[config.mk]
export PLATFORM = sky130hd
export DESIGN_NAME = ysyx_22041207_iter_mul
export DESIGN_NICKNAME = d
export VERILOG_FILES = /design/src/rtl/ysyx_22041207_iter_mul.sv
export SDC_FILE = /design/constraint.sdc
export NUM_CORES = 2
export LEC_CHECK = 0
export CAP_MARGIN = 20
export CORE_UTILIZATION = 40
export DETAILED_ROUTE_END_ITERATION = 8
export PLACE_DENSITY = 0.66
export REMOVE_ABC_BUFFERS = 1
export SKIP_LAST_GASP = 1
export SLEW_MARGIN = 5
export SYNTH_ARGS = -nofsm -noshare
export SYNTH_HDL_FRONTEND = slang
export SYNTH_SLANG_ARGS = --single-unit
[constraint.sdc]
create_clock -name clk -period 42.7 [get_ports clk]
set_input_delay 8.54 -clock clk [delete_from_list [all_inputs] [get_ports clk]]
set_output_delay 8.54 -clock clk [all_outputs]
set_load 0.01 [all_outputs]
[src/rtl/ysyx_22041207_iter_mul.sv]
// Iterative shift-add multiplier for RV64M MUL/MULH/MULHSU/MULHU/MULW.
// Signs are stripped on accept, one multiplier bit is retired per cycle, and the sign is reapplied at the end.
module ysyx_22041207_iter_mul #(
    parameter int unsigned XLEN = 64
) (
    input  logic            clk,
    input  logic            rst,
    input  logic            mul_valid,
    input  logic            flush,
    input  logic            mulw,
    input  logic [1:0]      mul_signed,
    input  logic [XLEN-1:0] a,
    input  logic [XLEN-1:0] b,
    output logic            mul_ready,
    output logic            out_valid,
    output logic [XLEN-1:0] result_hi,
    output logic [XLEN-1:0] result_lo
);

    localparam int unsigned CntW  = $clog2(XLEN);
    localparam int unsigned HalfX = XLEN / 2;

    typedef enum logic [1:0] {StIdle, StBusy, StDone} state_e;

    state_e              state_q, state_d;
    logic [XLEN-1:0]     mcand_q, mplier_q;
    logic [2*XLEN-1:0]   acc_q;
    logic [CntW-1:0]     cnt_q;
    logic                neg_q, word_q;

    logic                accept;
    logic                a_neg, b_neg;
    logic [XLEN-1:0]     a_mag, b_mag;
    logic [XLEN:0]       sum;
    logic [2*XLEN-1:0]   acc_nxt, prod, prod_s;
    logic [XLEN-1:0]     res_hi, res_lo;

    assign accept = mul_valid & mul_ready & ~flush;

    // Operand magnitudes; 01 is unsigned, so b is treated as signed only under 11.
    always_comb begin
        a_neg = mul_signed[1] & a[XLEN-1];
        b_neg = (&mul_signed) & b[XLEN-1];
        a_mag = a_neg ? (~a + XLEN'(1)) : a;
        b_mag = b_neg ? (~b + XLEN'(1)) : b;
        if (mulw) begin
            a_neg = 1'b0;
            b_neg = 1'b0;
            a_mag = {{HalfX{1'b0}}, a[HalfX-1:0]};
            b_mag = {{HalfX{1'b0}}, b[HalfX-1:0]};
        end
    end

    // One iteration; after only HalfX iterations the product sits HalfX bits high.
    always_comb begin
        sum     = {1'b0, acc_q[2*XLEN-1:XLEN]} + {1'b0, (mcand_q[0] ? mplier_q : '0)};
        acc_nxt = {sum, acc_q[XLEN-1:1]};
        prod    = word_q ? (acc_nxt >> HalfX) : acc_nxt;
        prod_s  = neg_q ? (~prod + (2*XLEN)'(1)) : prod;
        if (word_q) begin
            res_hi = '0;
            res_lo = {{HalfX{prod[HalfX-1]}}, prod[HalfX-1:0]};
        end else begin
            res_hi = prod_s[2*XLEN-1:XLEN];
            res_lo = prod_s[XLEN-1:0];
        end
    end

    always_ff @(posedge clk or posedge rst) begin
        if (rst) begin
            state_q <= StIdle;
        end else begin
            state_q <= state_d;
        end
    end

    always_comb begin
        state_d = state_q;
        unique case (state_q)
            StIdle:  if (accept) state_d = StBusy;
            StBusy:  if (cnt_q == '0) state_d = StDone;
            StDone:  state_d = StIdle;
            default: state_d = StIdle;
        endcase
        if (flush) state_d = StIdle;
    end

    always_comb begin
        mul_ready = (state_q == StIdle);
        out_valid = (state_q == StDone);
    end

    always_ff @(posedge clk or posedge rst) begin
        if (rst) begin
            mcand_q   <= '0;
            mplier_q  <= '0;
            acc_q     <= '0;
            cnt_q     <= '0;
            neg_q     <= 1'b0;
            word_q    <= 1'b0;
            result_hi <= '0;
            result_lo <= '0;
        end else if (accept) begin
            mcand_q  <= a_mag;
            mplier_q <= b_mag;
            acc_q    <= '0;
            cnt_q    <= mulw ? CntW'(HalfX - 1) : CntW'(XLEN - 1);
            neg_q    <= a_neg ^ b_neg;
            word_q   <= mulw;
        end else if (state_q == StBusy && !flush) begin
            acc_q   <= acc_nxt;
            mcand_q <= mcand_q >> 1;
            cnt_q   <= cnt_q - CntW'(1);
            if (cnt_q == '0) begin
                result_hi <= res_hi;
                result_lo <= res_lo;
            end
        end
    end

endmodule
==> metrics.txt <==
setup slack at placement 28.77 ns; leakage power 0.0131 uW; CP Class in2reg; worst-case reg-to-reg path depth 17; CTS Hold Bufs 0; ys flop type dfrtp_1; Synth Area in Compound Gates 26.3%; #FFs+latches synth 393; Post-CTS Setup Inserts 0; DPL Wire Length 73200 um; core area 0.0676 mm2; io pins 265; # placed instances 4286; non-filler cells in the finished layout 4366; clock latency on the worst-skew pair 0.64 ns; Worst-path clk slew 0.06 ns; htree depth 2; relative slew slack 24.2%; status finished clean; Initial Util 40.8%; largest family of logic cells by synthesized area compound AO/OA/AOI/OAI gates; cts bufs inserted 44; met2 wire length 42800 um; Post-Route WL 97000 um; final worst path period need 13.28 ns; largest net degree at the start of global routing 152; peak supply drop 26.1 uV; Synth Area in Adders 3.20%; Area contributors post-synth dfrtp_1 36%, o21ai_0 7.6%, nand2_1 5.9%, xor2_1 4.5%, xnor2_1 4.3%; Setup TNS 0 ns; CP max FO 7; routed vias/inst 6.12; Slew @ Worst Pin 1.14 ns; RSZ-0062 raised after global routing false; worst path arrival time 13.72 ns; maximum root-to-sink buffer count 3; Antenna Nets Post-Route 0; Final nets 3664; gate count of the mapped netlist 3311; vias in the first global route 25200; DIE WIDTH 265 um; Clock Sinks 393; first-pass GRT wire length 150000 um; Final WS setup 29.42 ns; IO Port Bufs 264; TritonCTS clock tree yes; First DRT Iteration DRCs 2769; initial antenna violation count 4; Max Freq 75.3 MHz; die area 0.0700 mm2; most frequent cells in the layout 429 x nand2_1, 418 x o21ai_0, 391 x dfrtp_1; gp weighted congestion 0.984; Tot GR Track Use 27.3%; final setup vio count 0; Final Max Tran Viols 0; CP required 43.14 ns; startpoint types input pin; leading cell type in the layout, fill and taps excluded nand2_1; fraction of layout cells with a size suffix above 1 5.41%; Post-synth EDFFs 0; Synth cell types 88; Async S/R FF share, synth 100%; Remaining Overflow, GRT 0; CTS resizes 0; post-DR wirelength/cell 22.2 um; Max Cap Viol 0; metal3 WL 7720 um; Post-Synth XOR/XNOR Area 8.77%; final core occ 48.1%; warnings from Yosys 0; drt first pass iters 6; P per Cell Area 42.7 mW/mm2; worst hold path depth 2; multiplexer area fraction after synthesis 2.48%; Via Count 26700; FF-to-FF setup slack 35.28 ns; Die Y 265 um; clock skew 0.0660 ns; Root Buffer clkbuf_16; Final Hold Fails 0; area leader, netlist dfrtp_1; Layout area overhead 17.9%; Synth Area in Simple Gates 20.1%; top sig layer met5; FP Rows 95; sequential element share of the synthesized area 35.7%; DRC 0; CP Capture Type flop; Yosys top cell area share 35.7%; met1 WL 43500 um; syn_area_per_cell 8.33 um2; Hold WC Path Type reg2reg; Syn Std Cell Area 0.0276 mm2; final worst-path cycle share 31.1%
==> flip-flops by register name (all words and copies together), names as in the netlist <==
signal / flops
acc_q: 127
mplier_q: 64
neg_q: 1
result_lo: 64
word_q: 1
mcand_q: 64
cnt_q: 6
result_hi: 64
state_q: 2
==> report_power, final <==
group / leakage [uW] / internal, uW / total [uW] / switching (uW)
registers: 0.00529 / 415 / 444 / 29.3
logic: 0.00710 / 190 / 550 / 360
clock network: 0.000721 / 227 / 396 / 169
total: 0.0131 / 831 / 1390 / 558
==> area by class of cell <==
cell class              instances  area (um2)
well taps                     873        1090
repair buffers                324        3130
diodes                          1        2.50
multi-input cells            2663       16800
clock inverters                17         243
fillers                      6562       35100
flip-flops and latches        393        9840
clock buffers                  62        1260
inverters                      33         131
==> per-stage QoR <==
stage	hold WS (ns)	instance area (um2)	total power, uW
floorplan	0.442	26700	786
global placement	0.453	31000	977
detailed placement	0.462	31000	981
CTS	0.475	32500	1380
global route	0.478	32500	1450
finish	0.469	32500	1390
==> layer usage <==
metal,global-route usage (%),vias up
met3,4.10,184
li1,-,12500
met2,42.4,1164
met1,38.8,12800
met5,0,-
met4,8.66,4
==> logic make-up after synthesis <==
family	Yosys count
xor+xnor	276
buf+inv	255
simple gates	1128
flops	393
mux	68
compound gates	1121
fa+ha+maj	70
==> Yosys cell counts (all sizes together) (57+ instances only) <==
cell type and instances:
mux2i 65, a22o 105, nand4 57, xor2 141, o31ai 61, a21oi 159
nand2 431, ha 69, and2 81, clkbuf 205, xnor2 135, dfrtp 393
o21ai 425, nor3 92, nor2 178
==> worst max-delay path: stages <==
cell	delay, ns
clkdlybuf4s50_1	0.46
or3_1	0.42
nor3b_1	0.49
nand3_1	0.51
or4_1	0.71
or3_1	0.45
or3_1	0.42
or2_2	0.33
nand2b_1	0.21
or4_1	0.54
o41ai_1	0.38
xor2_1	0.17
o21ai_0	0.08
==> worst paths after layout <==
check                             startpoint       endpoint
worst max-delay path                    b[2]   mplier_q[60]
worst max register to register    mcand_q[0]  result_hi[35]
worst min register to register  mplier_q[48]   mplier_q[48]
max in group asynchronous                rst  result_lo[52]
worst min-delay path            mplier_q[48]   mplier_q[48]
min in group asynchronous                rst    mcand_q[10]
Note: power is estimated with default switching activity, not from simulation.
